===== config.mk =====
export PLATFORM = sky130hd
export DESIGN_NAME = multicycle_control_fsm
export DESIGN_NICKNAME = d
export VERILOG_FILES = /design/src/rtl/mips_ctrl_pkg.sv /design/src/rtl/alu_funct_decoder.sv /design/src/rtl/multicycle_control_fsm.sv
export SDC_FILE = /design/constraint.sdc
export NUM_CORES = 1
export LEC_CHECK = 0
export CAP_MARGIN = 25
export CORE_ASPECT_RATIO = 1.2
export CORE_MARGIN = 2
export CORE_UTILIZATION = 40
export CTS_CLUSTER_DIAMETER = 100
export DETAILED_ROUTE_END_ITERATION = 6
export GPL_ROUTABILITY_DRIVEN = 0
export PLACE_DENSITY = 0.75
export SYNTH_ARGS = -nofsm -noshare
export SYNTH_HDL_FRONTEND = slang
export SYNTH_SLANG_ARGS = --single-unit

===== constraint.sdc =====
create_clock -name clk -period 5.2 [get_ports clk]
set_input_delay 1.3 -clock clk [delete_from_list [all_inputs] [get_ports clk]]
set_output_delay 1.3 -clock clk [all_outputs]
set_load 0.03 [all_outputs]

===== src/rtl/mips_ctrl_pkg.sv =====
// Shared definitions for the MIPS control units: state encoding, opcode/funct
// constants, ALU codes, datapath mux encodings and the per-state output decode.
package mips_ctrl_pkg;

  typedef enum logic [3:0] {
    S_FETCH   = 4'd0,
    S_DECODE  = 4'd1,
    S_MEMADR  = 4'd2,
    S_MEMRD   = 4'd3,
    S_MEMWB   = 4'd4,
    S_MEMWR   = 4'd5,
    S_EXECUTE = 4'd6,
    S_ALUWB   = 4'd7,
    S_BRANCH  = 4'd8,
    S_IEXEC   = 4'd9,
    S_IWB     = 4'd10,
    S_JUMP    = 4'd11
  } state_t;

  localparam logic [5:0] OP_RTYPE = 6'h00;
  localparam logic [5:0] OP_J     = 6'h02;
  localparam logic [5:0] OP_BEQ   = 6'h04;
  localparam logic [5:0] OP_ADDI  = 6'h08;
  localparam logic [5:0] OP_ADDIU = 6'h09;
  localparam logic [5:0] OP_LW    = 6'h23;
  localparam logic [5:0] OP_SW    = 6'h2B;

  localparam logic [5:0] FN_JR   = 6'h08;
  localparam logic [5:0] FN_ADD  = 6'h20;
  localparam logic [5:0] FN_ADDU = 6'h21;
  localparam logic [5:0] FN_SUB  = 6'h22;
  localparam logic [5:0] FN_SUBU = 6'h23;
  localparam logic [5:0] FN_AND  = 6'h24;
  localparam logic [5:0] FN_OR   = 6'h25;
  localparam logic [5:0] FN_SLT  = 6'h2A;
  localparam logic [5:0] FN_SLTU = 6'h2B;

  localparam logic [2:0] ALU_AND = 3'b000;
  localparam logic [2:0] ALU_OR  = 3'b001;
  localparam logic [2:0] ALU_ADD = 3'b010;
  localparam logic [2:0] ALU_SUB = 3'b110;
  localparam logic [2:0] ALU_SLT = 3'b111;

  localparam logic [1:0] SRCB_RT      = 2'b00;
  localparam logic [1:0] SRCB_FOUR    = 2'b01;
  localparam logic [1:0] SRCB_IMM     = 2'b10;
  localparam logic [1:0] SRCB_IMM_SH2 = 2'b11;

  localparam logic [1:0] PCSRC_ALU    = 2'b00;
  localparam logic [1:0] PCSRC_ALUOUT = 2'b01;
  localparam logic [1:0] PCSRC_JUMP   = 2'b10;
  localparam logic [1:0] PCSRC_RS     = 2'b11;

  // fetch/jump/branch are internal qualifiers combined with mem_ready and zero
  // at the output; everything else goes straight to the datapath.
  typedef struct packed {
    logic       mem_read;
    logic       mem_write;
    logic       i_or_d;
    logic       mem2reg;
    logic       reg_dest;
    logic       reg_write;
    logic       alu_src_a;
    logic [1:0] alu_src_b;
    logic [2:0] alu_op;
    logic [1:0] pc_src;
    logic       fetch;
    logic       jump;
    logic       branch;
  } ctrl_t;

  function automatic ctrl_t ctrl_decode(input state_t s, input logic is_jr,
                                        input logic [2:0] exec_op);
    ctrl_t c;
    c        = '0;
    c.alu_op = ALU_ADD;
    c.pc_src = PCSRC_ALU;
    case (s)
      S_FETCH: begin
        c.mem_read  = 1'b1;
        c.alu_src_b = SRCB_FOUR;
        c.fetch     = 1'b1;
      end
      S_DECODE:  c.alu_src_b = SRCB_IMM_SH2;
      S_MEMADR: begin
        c.alu_src_a = 1'b1;
        c.alu_src_b = SRCB_IMM;
      end
      S_MEMRD: begin
        c.mem_read = 1'b1;
        c.i_or_d   = 1'b1;
      end
      S_MEMWB: begin
        c.reg_write = 1'b1;
        c.mem2reg   = 1'b1;
      end
      S_MEMWR: begin
        c.mem_write = 1'b1;
        c.i_or_d    = 1'b1;
      end
      S_EXECUTE: begin
        c.alu_src_a = 1'b1;
        c.alu_src_b = SRCB_RT;
        c.alu_op    = exec_op;
      end
      S_ALUWB: begin
        c.reg_write = 1'b1;
        c.reg_dest  = 1'b1;
      end
      S_BRANCH: begin
        c.alu_src_a = 1'b1;
        c.alu_op    = ALU_SUB;
        c.branch    = 1'b1;
        c.pc_src    = PCSRC_ALUOUT;
      end
      S_IEXEC: begin
        c.alu_src_a = 1'b1;
        c.alu_src_b = SRCB_IMM;
      end
      S_IWB:     c.reg_write = 1'b1;
      S_JUMP: begin
        c.jump   = 1'b1;
        c.pc_src = is_jr ? PCSRC_RS : PCSRC_JUMP;
      end
      default: c.alu_op = ALU_ADD;
    endcase
    return c;
  endfunction

endpackage


===== src/rtl/alu_funct_decoder.sv =====
// R-type funct to ALU operation lookup; legal is low for functs with no ALU op.
module alu_funct_decoder
  import mips_ctrl_pkg::*;
(
  input  logic [5:0] funct,
  output logic [2:0] alu_op,
  output logic       legal
);

  always_comb begin
    // NOTE: defaults first so every path assigns both outputs and no latch is inferred.
    alu_op = ALU_ADD;
    legal  = 1'b1;
    case (funct)
      FN_ADD, FN_ADDU: alu_op = ALU_ADD;
      FN_SUB, FN_SUBU: alu_op = ALU_SUB;
      FN_AND:          alu_op = ALU_AND;
      FN_OR:           alu_op = ALU_OR;
      FN_SLT, FN_SLTU: alu_op = ALU_SLT;
      default:         legal  = 1'b0;
    endcase
  end

endmodule


===== src/rtl/multicycle_control_fsm.sv =====
// Multi-cycle MIPS control: sequences fetch/decode/execute/memory/writeback and
// drives the shared datapath; outputs are registered from the next state.
module multicycle_control_fsm
  import mips_ctrl_pkg::*;
#(
  parameter int ALUOP_W     = 3,
  parameter bit ENABLE_JUMP = 1'b1,
  parameter int STATE_W     = 4
) (
  input  logic               clk,
  input  logic               rst_n,
  input  logic [5:0]         opcode,
  input  logic [5:0]         funct,
  input  logic               zero,
  input  logic               mem_ready,
  output logic               pc_en,
  output logic               ir_write,
  output logic               i_or_d,
  output logic               mem_read,
  output logic               mem_write,
  output logic               mem2reg,
  output logic               reg_dest,
  output logic               reg_write,
  output logic               alu_src_a,
  output logic [1:0]         alu_src_b,
  output logic [ALUOP_W-1:0] alu_op,
  output logic [1:0]         pc_src,
  output logic               illegal_op,
  output logic [STATE_W-1:0] state_dbg
);

  logic [2:0] dec_alu_op;
  logic       dec_legal;

  alu_funct_decoder u_funct_dec (
    .funct  (funct),
    .alu_op (dec_alu_op),
    .legal  (dec_legal)
  );

  state_t state_q, state_d;
  ctrl_t  ctrl_q,  ctrl_d;
  logic   illegal_q, illegal_d;
  logic   is_jr;

  always_comb begin
    state_d   = S_FETCH;
    illegal_d = illegal_q;
    is_jr     = 1'b0;
    case (state_q)
      S_FETCH:  state_d = mem_ready ? S_DECODE : S_FETCH;
      S_DECODE: begin
        case (opcode)
          OP_LW, OP_SW:      state_d = S_MEMADR;
          OP_BEQ:            state_d = S_BRANCH;
          OP_ADDI, OP_ADDIU: state_d = S_IEXEC;
          OP_J: begin
            if (ENABLE_JUMP) state_d   = S_JUMP;
            else             illegal_d = 1'b1;
          end
          OP_RTYPE: begin
            if (ENABLE_JUMP && funct == FN_JR) begin
              state_d = S_JUMP;
              is_jr   = 1'b1;
            end else if (dec_legal) begin
              state_d = S_EXECUTE;
            end else begin
              illegal_d = 1'b1;
            end
          end
          default: illegal_d = 1'b1;
        endcase
      end
      S_MEMADR:  state_d = (opcode == OP_SW) ? S_MEMWR : S_MEMRD;
      S_MEMRD:   state_d = mem_ready ? S_MEMWB : S_MEMRD;
      S_MEMWR:   state_d = mem_ready ? S_FETCH : S_MEMWR;
      S_EXECUTE: state_d = S_ALUWB;
      S_IEXEC:   state_d = S_IWB;
      default:   state_d = S_FETCH;
    endcase
    ctrl_d = ctrl_decode(state_d, is_jr, dec_alu_op);
  end

  // NOTE: the output register resets asynchronously to the FETCH decode, so an
  // interrupted store drops mem_write the moment rst_n falls, not at the next edge.
  always_ff @(posedge clk or negedge rst_n) begin
    if (!rst_n) begin
      state_q   <= S_FETCH;
      ctrl_q    <= ctrl_decode(S_FETCH, 1'b0, ALU_ADD);
      illegal_q <= 1'b0;
    end else begin
      // NOTE: non-blocking so state, outputs and flag all update from pre-edge values.
      state_q   <= state_d;
      ctrl_q    <= ctrl_d;
      illegal_q <= illegal_d;
    end
  end

  // Only the fetch handshake and the branch decision see live inputs.
  assign ir_write   = ctrl_q.fetch & mem_ready;
  assign pc_en      = (ctrl_q.fetch & mem_ready) | ctrl_q.jump | (ctrl_q.branch & zero);
  assign i_or_d     = ctrl_q.i_or_d;
  assign mem_read   = ctrl_q.mem_read;
  assign mem_write  = ctrl_q.mem_write;
  assign mem2reg    = ctrl_q.mem2reg;
  assign reg_dest   = ctrl_q.reg_dest;
  assign reg_write  = ctrl_q.reg_write;
  assign alu_src_a  = ctrl_q.alu_src_a;
  assign alu_src_b  = ctrl_q.alu_src_b;
  assign alu_op     = ALUOP_W'(ctrl_q.alu_op);
  assign pc_src     = ctrl_q.pc_src;
  assign illegal_op = illegal_q;
  assign state_dbg  = STATE_W'(state_q);

endmodule


==> impl_metrics.yaml, run 1 <==
synthesis:
  synth_edf_count: 0
  parity_gate_share_of_the_synthesized_area_counting_xor_and_xnor_cells_pct: 0
  net_count_after_synthesis: 140
  yosysTopAreaCell: "sky130_fd_sc_hd__dfrtp_1"
  post_synth.cell_area_avg_um2: 9.71
  synth.lib_cells_used.distinct: 49
  syn-cell-area_um2: 1200
  synth_top_area_share_pct: 35.3
  netlist_top_cells_area: "sky130_fd_sc_hd__dfrtp_1 35%, sky130_fd_sc_hd__dfstp_2 8.7%, sky130_fd_sc_hd__buf_4 5.0%"
  synth_compound_gate_area_share_pct: 15.7
  synth-main-ff-cell: "sky130_fd_sc_hd__dfrtp_1"
  yosysWarnings: 0
  ys_top_cells_by_count: "17 x sky130_fd_sc_hd__dfrtp_1, 12 x sky130_fd_sc_hd__nor2_1, 8 x sky130_fd_sc_hd__buf_4"
  synth_most_common_cell: "sky130_fd_sc_hd__dfrtp_1"
  main_combinational_cell_family_by_area_after_synthesis: "simple AND/OR/NAND/NOR gates"
  async_s_r_ff_share_synth_pct: 100
  yosys.area_share.adder_pct: 0
  synthesis.instances: 124
  yosys.area_share.simple_pct: 30.2
  post_synthesis_sequential_element_count: 21
  synth.yosys.seq_area_share_pct: 44.1
  post_synth_mux_area_share_pct: 2.49
global_route:
  grt_overflow_total: 0
  groute.layer.met1.usage_pct: 20.3
  gr-usage-met3_pct: 3.04
  grt_first_pass_wirelength_um: 4440
  maximum_number_of_pins_on_one_net_before_global_route_repair: 22
  grt_antenna_before_repair: 0
  track_usage_pct: 16.9
  busiest_layer: "met2"
  grt_pass1_vias: 1049
  globalRouteMet2Util_pct: 30.0
worst_setup_path:
  cp.buffers_inverters: 2
  timing.critical_path.cells: "clkdlybuf4s50_1 > and2_1 > a211o_1 > clkdlybuf4s50_1"
  timing.rr.start: "state_dbg[2]"
  slowest_cell_on_crit_path: "sky130_fd_sc_hd__clkdlybuf4s50_1"
  critical-path-top-cell-by-count: "sky130_fd_sc_hd__clkdlybuf4s50_1"
  highest_net_fanout_along_the_worst_path: 7
  ff2ff_path_depth: 5
  endpoint_kind: "output pin"
  cp.arrival_ns: 2.88
  cpLargestDelayFamily: "buffers and inverters"
  setup.worst_path.start_class: "input port"
  r2r-end: "alu_src_b[1]"
  register_to_register_setup_slack_ns: 3.06
  worstPathRequired_ns: 3.90
  timing_worst_setup_path_type: "input port to output pin"
  worst_path_largest_cell_delay_ns: 0.59
timing:
  timing.max_slew.rel_slack_pct: 38.6
  fin_worst_skew_ns: 0.00478
  final_hold_viol_count: 0
  report.final.slew_viol_count: 0
  fmaxAchievable_ghz: 0.239
  tightest_slew_ns: 0.918
  setup_total_negative_slack_ns: 0
  setup-violations-final: 0
  min_period_ns: 4.18
  final_min_period_over_clock_period_pct: 80.3
  setup_repair_after_global_routing_missed_its_margin: "false"
  fin_worst_hold_slack_ns: 0.473
cts:
  clk-insertion-delay-late_ns: 0.29
  cts_hold_buffers: 0
  cts-htree-levels: 1
  root_buffer: "sky130_fd_sc_hd__clkbuf_4"
  clk_pin_slew_ns: 0.11
  cts_sinks: 21
  tritoncts.num_buffers: 3
  postCtsResizedCells: 0
  post_cts.repair.setup_buffers: 0
  cts_tree: "built"
  clock_tree.buffer_depth: 2
hold_path:
  hold_path_class: "flop to flop"
  worst_hold_path.endpoint: "illegal_op"
  whs_path_depth: 1
  hold_path.startpoint: "illegal_op"
routing:
  drt_iter0_markers: 12
  drt_pass1_iterations: 4
  route.detailed.wl_per_inst_um: 13.7
  antenna_violating_nets_post_route: 0
  routed_wl_um: 2570
  via_count: 1052
  remaining_drc_errors: 0
  vias_per_cell: 5.60
outcome:
  outcome: "finished clean"
final_layout:
  insertedDiodeCount: 0
  nets: 171
  n_fill_cell: 271
  share_of_cells_above_drive_strength_1_pct: 10.4
  layout.cells.non_filler: 188
  areaGrowthSynthToFinish_pct: 29.4
floorplanning:
  initial_core_util_pct: 42.4
  core_area_um2: 2840
  die_area_um2: 3470
  floorplan.die.width_um: 54.1
  io-pin-count: 37
  site_row_count: 21
  die_h_um: 64.1
pwr:
  power_density_nw_per_um2: 402
  power.leakage_nw: 0.643
  ir_worst_vdd_v: 0.000244
  total_power_w: 0.000626
flow_run:
  drv.max_cap_violation_count: 0
placed_design:
  post-place-cells: 184
  placement.io_buffers: 36
  hpwl_um: 2010
==> report_power, final <==
| group | switching, W | internal, W | total (W) |
|---|---|---|---|
| registers | 0.0000347 | 0.000201 | 0.000236 |
| clock network | 0.0000466 | 0.0000298 | 0.0000764 |
| logic | 0.000173 | 0.000140 | 0.000313 |
| total | 0.000255 | 0.000371 | 0.000626 |
==> final cells by class <==
cell class / instances / area (um^2) / area share [%]
clock buffer: 4 / 26.3 / 1.69
inverter: 4 / 15.0 / 0.964
multi-input combinational: 89 / 583 / 37.4
sequential: 21 / 531 / 34.1
tap: 34 / 42.5 / 2.73
timing repair buffer: 36 / 360 / 23.1
==> routing by layer <==
| layer | up-vias | part of all wire [%] |
|---|---|---|
| met2 | 33 | 52 |
| met1 | 508 | 42 |
| met4 | 0 | 0.86 |
| met3 | 2 | 5.0 |
| met5 | - | 0 |
| li1 | 509 | - |
==> state kept, by name, summed over array words and instances (netlist names) <==
signal / cells
reg_write: 1
alu_op: 3
pc_src: 1
state_dbg: 4
ctrl_q: 3
reg_dest: 1
mem_write: 1
mem2reg: 1
alu_src_b: 2
alu_src_a: 1
illegal_op: 1
i_or_d: 1
mem_read: 1
==> worst max path at each step <==
stage              start  endpoint  slack (ns)  depth (start not counted)
2_1_floorplan  mem_ready     pc_en        1.95                          2
3_3_place_gp   mem_ready     pc_en        1.04                          4
3_5_place_dp   mem_ready     pc_en        1.03                          4
4_1_cts        mem_ready     pc_en        1.03                          4
5_1_grt        mem_ready     pc_en        0.97                          4
6_report       mem_ready     pc_en        1.02                          4
==> metrics by stage <==
step                setup WS, ns  util (%)  instance area (um^2)
floorplan                   1.95         -                  1200
global placement            1.04      54.0                  1530
detailed placement          1.03      54.0                  1530
CTS                         1.03      54.9                  1560
global route               0.975      54.9                  1560
finish                      1.02      54.9                  1560
==> worst register-to-register path: cells and delay by family (launching register included) <==
family | cells | cell delay [ns]
AOI/OAI and AO/OA | 1 | 0.13
and+or+nand+nor | 4 | 1.37
DFF | 1 | 0.53
==> placed cells by master (no fill, tap or decap), types with 2 or more instances in the layout <==
cell,n
sky130_fd_sc_hd__or3_1,3
sky130_fd_sc_hd__dfstp_2,4
sky130_fd_sc_hd__nand2_1,6
sky130_fd_sc_hd__o21ai_0,6
sky130_fd_sc_hd__nor4b_1,3
sky130_fd_sc_hd__nand3_1,3
sky130_fd_sc_hd__clkbuf_4,3
sky130_fd_sc_hd__nand2b_1,5
sky130_fd_sc_hd__inv_1,4
sky130_fd_sc_hd__nor2b_1,6
sky130_fd_sc_hd__mux2i_1,3
sky130_fd_sc_hd__nor3_1,4
sky130_fd_sc_hd__and2_1,3
sky130_fd_sc_hd__nor2_1,12
sky130_fd_sc_hd__dfrtp_1,17
sky130_fd_sc_hd__nand4_1,2
sky130_fd_sc_hd__clkdlybuf4s50_1,36
sky130_fd_sc_hd__a21oi_1,3
==> cells by family (layout without fill, tap and decap cells) <==
kind of cell / after synthesis / in the layout
simple gates: 60 / 60
flops: 21 / 21
buf+inv: 14 / 44
mux: 3 / 3
compound gates: 26 / 26
(Power assumes the default switching activity.)
==> run 2: changes to the inputs <==
Clock period 5.2 ns to 4.2 ns, I/O delays scaled along.
==> run 2 against run 1 <==
  * Clock-buffer cell count did not move
  * Utilization unchanged
  * Worst setup slack worse by 0.50 ns
  * Cell count unchanged
  * Final area unchanged
  * Critical path depth unchanged
  * Global-route usage is 0.41 points lower
  * Largest cell class unchanged
  * Register-to-register slack worse by 1.0 ns
  * Wire length barely moved
==> impl_metrics.yaml, run 2 (synthesis results as in run 1) <==
timing:
  report.final.slew_viol_count: 0
  tightest_slew_ns: 0.916
  setup_repair_after_global_routing_missed_its_margin: "false"
  final_hold_viol_count: 0
  final_min_period_over_clock_period_pct: 87.5
  min_period_ns: 3.67
  fin_worst_hold_slack_ns: 0.474
  timing.max_slew.rel_slack_pct: 38.8
  setup_total_negative_slack_ns: 0
  fmaxAchievable_ghz: 0.272
  setup-violations-final: 0
  fin_worst_skew_ns: 0.00295
cts:
  clock_tree.buffer_depth: 2
  post_cts.repair.setup_buffers: 0
  clk_pin_slew_ns: 0.11
  tritoncts.num_buffers: 3
  cts-htree-levels: 1
  cts_hold_buffers: 0
  clk-insertion-delay-late_ns: 0.29
  cts_tree: "built"
  root_buffer: "sky130_fd_sc_hd__clkbuf_4"
  cts_sinks: 21
  postCtsResizedCells: 0
final_layout:
  share_of_cells_above_drive_strength_1_pct: 10.4
  final_cell_mix: "36 x sky130_fd_sc_hd__clkdlybuf4s50_1, 17 x sky130_fd_sc_hd__dfrtp_1, 12 x sky130_fd_sc_hd__nor2_1"
  layout.cells.non_filler: 188
  areaGrowthSynthToFinish_pct: 29.4
  n_fill_cell: 261
  largest_reg_flops: 4
  commonest_non_fill_non_tap_cell_in_the_layout: "sky130_fd_sc_hd__clkdlybuf4s50_1"
  nets: 171
  insertedDiodeCount: 0
worst_setup_path:
  timing.rr.start: "state_dbg[2]"
  timing.critical_path.cells: "clkdlybuf4s50_1 > and2_1 > a211o_1 > clkdlybuf4s50_1"
  cp.arrival_ns: 2.62
  setup.worst_path.start_class: "input port"
  timing_worst_setup_path_type: "input port to output pin"
  cp-startpoint: "mem_ready"
  endpoint_kind: "output pin"
  critical-path-top-cell-by-count: "sky130_fd_sc_hd__clkdlybuf4s50_1"
  highest_net_fanout_along_the_worst_path: 7
  cp.buffers_inverters: 2
  slowest_cell_on_crit_path: "sky130_fd_sc_hd__clkdlybuf4s50_1"
  worstPathRequired_ns: 3.15
  cpLargestDelayFamily: "buffers and inverters"
  worst_path_largest_cell_delay_ns: 0.59
routing:
  drt_iter0_markers: 12
  route.detailed.wl_per_inst_um: 13.7
  antenna_violating_nets_post_route: 0
  remaining_drc_errors: 0
  routed_wl_um: 2570
  via_count: 1032
  vias_per_cell: 5.49
  drt_pass1_iterations: 4
placed_design:
  hpwl_um: 2030
  post-place-cells: 184
  placement.io_buffers: 36
floorplanning:
  die_h_um: 64.1
  io-pin-count: 37
  site_row_count: 21
  initial_core_util_pct: 42.4
  core_area_um2: 2840
  die_area_um2: 3470
  floorplan.die.width_um: 54.1
global_route:
  grt_pass1_vias: 1029
  grt_first_pass_wirelength_um: 4330
  maximum_number_of_pins_on_one_net_before_global_route_repair: 22
  grt_antenna_before_repair: 0
  track_usage_pct: 16.5
  grt_overflow_total: 0
pwr:
  power.leakage_nw: 0.643
  power_report.internal_total_w: 0.000459
  power.sequential.fraction_pct: 37.8
  pwr-share-comb_pct: 50.1
  power_density_nw_per_um2: 495
  power.share.switching_pct: 40.4
  ir_worst_vdd_v: 0.000299
  net-switching-power_w: 0.000312
  power.clock.fraction_pct: 12.1
hold_path:
  hold_path_class: "flop to flop"
  hold_path.startpoint: "illegal_op"
flow_run:
  drv.max_cap_violation_count: 0
outcome:
  outcome: "finished clean"
run 2: final timing paths:
path / to / slack [ns] / cells after the start
worst max register to register: alu_op[1] / 2.04 / 4
worst min register to register: illegal_op / 0.47 / 1
worst min-delay path: illegal_op / 0.47 / 1
max in group asynchronous: pc_src[0] / 2.38 / 1
min in group asynchronous: reg_write / 1.26 / 1
worst max-delay path: pc_en / 0.53 / 4
run 2: power by group through the flow:
stage	Clock (W)	Sequential (W)	Combinational (W)
global route	0.000108	0.000298	0.000417
CTS	0.0000967	0.000291	0.000387
floorplan	0	0.000324	0.000239
detailed placement	0	0.000295	0.000385
finish	0.0000933	0.000292	0.000386
global placement	0	0.000294	0.000381
run 2: cell type report:
type | instances | area [um^2] | share of cell area (%)
clock buffer | 4 | 26.3 | 1.69
inverter | 4 | 15.0 | 0.964
multi-input combinational | 89 | 583 | 37.4
sequential | 21 | 531 | 34.1
tap | 34 | 42.5 | 2.73
timing repair buffer | 36 | 360 | 23.1
run 2: layer usage:
layer	share of wire [%]	up-vias	GRT usage [%]	wire length (um)
met3	4.6	6	2.57	119
met4	2.1	0	6.25	53
met1	43	485	19.8	1100
li1	-	509	-	-
met5	0	-	0	0
met2	51	32	28.5	1300
run 2: per-stage QoR:
stage | util [%] | setup WS, ns | instance area (um^2) | total power [W]
floorplan | - | 1.45 | 1200 | 0.000563
global placement | 54.0 | 0.540 | 1530 | 0.000676
detailed placement | 54.0 | 0.529 | 1530 | 0.000680
CTS | 54.9 | 0.525 | 1560 | 0.000775
global route | 54.9 | 0.476 | 1560 | 0.000822
finish | 54.9 | 0.527 | 1560 | 0.000771
run 2: worst register-to-register path: cells and delay by family, from the launching register on:
family,cells,cell delay [ns]
flip-flops,1,0.53
AND/OR/NAND/NOR,4,1.56
==> run 3: changes to the inputs <==
Settings changed: CAP_MARGIN 25 to 30, CORE_UTILIZATION 40 to 46, PLACE_DENSITY 0.75 to 0.84.
==> run 3 against run 2 <==
  * Global-route usage is essentially flat
  * Hold slack gained 0.0045 ns
  * Clock skew grew 0.00060 ns
==> impl_metrics.yaml, run 3 (synthesis results as in run 1) <==
final_layout:
  share_of_cells_above_drive_strength_1_pct: 11.0
  largest_reg_flops: 4
  insertedDiodeCount: 0
  nets: 171
  areaGrowthSynthToFinish_pct: 29.4
  commonest_non_fill_non_tap_cell_in_the_layout: "sky130_fd_sc_hd__clkdlybuf4s50_1"
  n_fill_cell: 217
  final_cell_mix: "36 x sky130_fd_sc_hd__clkdlybuf4s50_1, 17 x sky130_fd_sc_hd__dfrtp_1, 12 x sky130_fd_sc_hd__nor2_1"
routing:
  vias_per_cell: 5.51
  drt_iter0_markers: 19
  remaining_drc_errors: 0
  via_count: 1030
  antenna_violating_nets_post_route: 0
  drt_pass1_iterations: 4
  route.detailed.wl_per_inst_um: 12.9
  routed_wl_um: 2420
floorplanning:
  site_row_count: 20
  die_h_um: 60.0
  die_area_um2: 3040
  io-pin-count: 37
  floorplan.die.width_um: 50.7
  initial_core_util_pct: 48.1
  core_area_um2: 2500
worst_setup_path:
  worstPathRequired_ns: 3.15
  setup.worst_path.end: "pc_en"
  register_to_register_setup_slack_ns: 2.11
  cp.arrival_ns: 2.67
  endpoint_kind: "output pin"
  timing_worst_setup_path_type: "input port to output pin"
  timing.rr.start: "state_dbg[2]"
  setup.worst_path.start_class: "input port"
  ff2ff_path_depth: 4
  highest_net_fanout_along_the_worst_path: 7
  r2r-end: "alu_src_a"
  cp-startpoint: "mem_ready"
cts:
  cts_sinks: 21
  clock_tree.buffer_depth: 2
  clk-insertion-delay-late_ns: 0.29
  postCtsResizedCells: 0
  post_cts.repair.setup_buffers: 0
  cts_hold_buffers: 0
  cts_tree: "built"
  root_buffer: "sky130_fd_sc_hd__clkbuf_4"
  cts-htree-levels: 1
  clk_pin_slew_ns: 0.11
  tritoncts.num_buffers: 3
global_route:
  grt_first_pass_wirelength_um: 3840
  maximum_number_of_pins_on_one_net_before_global_route_repair: 22
  grt_pass1_vias: 926
  grt_antenna_before_repair: 0
  grt_overflow_total: 0
  track_usage_pct: 16.5
timing:
  final_hold_viol_count: 0
  setup_repair_after_global_routing_missed_its_margin: "false"
  tightest_slew_ns: 0.880
  fmaxAchievable_ghz: 0.269
  fin_worst_skew_ns: 0.00355
  fin_worst_hold_slack_ns: 0.478
  report.final.slew_viol_count: 0
  setup_total_negative_slack_ns: 0
  min_period_ns: 3.72
  timing.max_slew.rel_slack_pct: 41.2
  setup-violations-final: 0
  final_min_period_over_clock_period_pct: 88.6
outcome:
  outcome: "finished clean"
placed_design:
  hpwl_um: 2010
  placement.io_buffers: 36
pwr:
  power_density_nw_per_um2: 492
  ir_worst_vdd_v: 0.000288
  total_power_w: 0.000766
  power.leakage_nw: 0.646
hold_path:
  hold_path_class: "flop to flop"
flow_run:
  drv.max_cap_violation_count: 0
-- run 3: cell type report --
type / count / area [um^2] / share of cell area (%)
Clock buffer: 3 / 22.5 / 1.45
Clock inverter: 1 / 5.00 / 0.321
Inverter: 4 / 15.0 / 0.964
Multi-Input combinational cell: 89 / 583 / 37.4
Sequential cell: 21 / 531 / 34.1
Tap cell: 33 / 41.3 / 2.65
Timing Repair Buffer: 36 / 360 / 23.1
-- run 3: per-stage QoR --
step | utilization (%) | setup WS, ns | area [um^2] | std cells
after floorplan | - | 1.45 | 1200 | 124
after global placement | 61.2 | 0.540 | 1530 | 183
after detailed placement | 61.2 | 0.486 | 1530 | 183
after CTS | 62.3 | 0.486 | 1560 | 187
after global routing | 62.3 | 0.436 | 1560 | 187
final | 62.3 | 0.481 | 1560 | 187
-- run 3: worst max-delay path, cell delays in order --
cell,delay (ns)
sky130_fd_sc_hd__clkdlybuf4s50_1,0.52
sky130_fd_sc_hd__and2_1,0.21
sky130_fd_sc_hd__a211o_1,0.29
sky130_fd_sc_hd__clkdlybuf4s50_1,0.60
-- run 3: routing by layer --
layer	track usage [%]	vias to the layer above	share of wire (%)
met5	0	-	0
met4	6.18	0	1.3
met3	1.75	4	4.3
met2	30.6	34	54
met1	19.5	481	40
li1	-	511	-
-- run 3: power by group --
group | switching (W) | total [W] | internal [W]
registers | 0.0000407 | 0.000290 | 0.000249
logic | 0.000211 | 0.000384 | 0.000173
clock network | 0.0000563 | 0.0000917 | 0.0000353
-- run 3: worst min-delay path by stage --
stage                from         end  slack [ns]  cells past startpoint
2_1_floorplan  illegal_op  illegal_op        0.64                      1
5_1_grt        illegal_op  illegal_op        0.53                      1
4_1_cts        illegal_op  illegal_op        0.49                      1
3_5_place_dp   illegal_op  illegal_op        0.47                      1
3_3_place_gp   illegal_op  illegal_op        0.45                      1
6_report       illegal_op  illegal_op        0.48                      1
==> patch: new RTL, flow settings as in run 1 <==
Change the parameter `ENABLE_JUMP` from 1'b1 to 1'b0.
--- a/src/rtl/multicycle_control_fsm.sv
+++ b/src/rtl/multicycle_control_fsm.sv
@@ -4,7 +4,7 @@
   import mips_ctrl_pkg::*;
 #(
   parameter int ALUOP_W     = 3,
-  parameter bit ENABLE_JUMP = 1'b1,
+  parameter bit ENABLE_JUMP = 1'b0,
   parameter int STATE_W     = 4
 ) (
   input  logic               clk,
Function: changed (Yosys sat finds a counterexample within 4 cycles, from zero or initial values and one cycle with rst_n low).
==> patch against run 1 <==
  * Die area fell by 6.2%
  * Worst hold slack improved by 0.025 ns
  * Non-clock buffer count did not move
  * Largest power group is now sequential cells
  * Critical path type unchanged
  * Routed wire length fell by 14%
  * First-iteration DRC count rose by 58%
  * Design area fell by 5.9%
  * Sequential cell count did not move
  * Synthesized area fell by 6.7%
  * Total power fell by 17%
  * Worst setup slack improved by 0.027 ns
==> patch: results <==
metrics = {
    "grt": {
        "antenna_found_initial": 0,
        "grt_max_degree": 22,
        "grt_pass1_vias": 788,
        "track_usage": 0.146,
        "grt_pass1_wl_um": 3450,
    },
    "placed_design": {
        "place_inst": 161,
        "dp_worst_setup_slack_ns": 1.05,
        "hpwl_um": 1660,
        "portBuffers": 36,
        "placed_area_um2": 1440,
    },
    "timing": {
        "clock_skew_ns": 0.00787,
        "period_share": 0.798,
        "holdWs_ns": 0.498,
        "max_slew.worst_pin.slew_ns": 0.929,
    },
    "pwr": {
        "leakage_nw": 0.636,
        "vdd_drop_max_v": 0.000235,
        "pg_seq_uw": 225,
        "power_frac_seq": 0.431,
        "internal_power_uw": 329,
        "powerClk_uw": 78.7,
    },
    "yosys": {
        "synth_cells": 102,
        "synth_commonest_cells": "17 x dfrtp_1, 9 x nand2_1, 7 x buf_4, 7 x nor2_1",
        "synthesis.nets": 118,
        "yosysWarnings": 0,
        "synthAdderAreaFrac": 0,
        "synth_seq_area_share": 0.472,
        "async_reset_ff_frac": 1.00,
        "muxShareOfSynthArea": 0.00891,
        "synth_compound_area_frac": 0.140,
        "synth_ff_type": "dfrtp_1",
        "synth_xor_area_frac": 0,
        "synth_area_leaders": "dfrtp_1 38%, dfstp_2 9.4%, buf_4 4.7%",
    },
    "layout": {
        "num-nets-final": 148,
        "final_cells": 165,
        "antenna_cells": 0,
        "largest_reg_flops": 4,
        "drive_above_1_share": 0.168,
    },
    "route": {
        "routed_via_density": 5.30,
        "drt-initial-drc-count": 19,
        "drt-pass1-iter-count": 4,
        "wl_per_cell_um": 13.4,
    },
    "worst_setup_path": {
        "crit_arrival_ns": 2.85,
        "r2r-end": "i_or_d",
        "cp-startpoint": "mem_ready",
        "r2r-start": "state_dbg[2]",
        "rr_worst_depth": 5,
        "endpoint": "pc_en",
        "regToRegSetupSlack_ns": 3.36,
        "worstPathMaxFanout": 7,
    },
    "clock_tree": {
        "numCtsBuffers": 3,
        "clk_pin_slew_ns": 0.12,
        "post_cts_buffers": 0,
        "h-tree-depth": 1,
        "worstSkewPairLatency_ns": 0.31,
        "clockBufferDepth": 2,
    },
    "worst_hold_path": {
        "whs_path_depth": 1,
        "hold_start": "illegal_op",
        "min_path_type": "flip-flop to flip-flop",
        "whs_endpoint": "illegal_op",
    },
    "run_status": {
        "status": "finished, final reports clean",
    },
}
patch: cell types whose count changed after synthesis, moves of 2 or more:
cell       delta
nor3_1        -2
and2_1        -2
a21oi_1       -2
o21ai_1       +2
nor2_1        -5
mux2i_1       -2
nand2_1       +3
nor2b_1       -4
nand4bb_1     +4
nor4b_1       -2
or3_1         -3
o21ai_0       -5
patch: area by class of cell:
class | count | area (um2) | area share
sequential | 21 | 531 | 0.362
tap | 34 | 42.5 | 0.0290
timing repair buffer | 36 | 360 | 0.246
multi-input combinational | 67 | 494 | 0.337
clock inverter | 1 | 5.00 | 0.00341
clock buffer | 3 | 22.5 | 0.0154
inverter | 3 | 11.3 | 0.00768
patch: metal layers:
metal	wire length, um	global-route usage	up-vias
met5	0	0	-
met4	28	0.0549	0
met3	144	0.0478	4
met2	1090	0.250	39
met1	944	0.170	414
li1	-	-	417
patch: worst max-delay path: stages:
cell,delay [ns]
clkdlybuf4s50_1,0.49
and2_1,0.20
a211o_1,0.27
clkdlybuf4s50_1,0.59
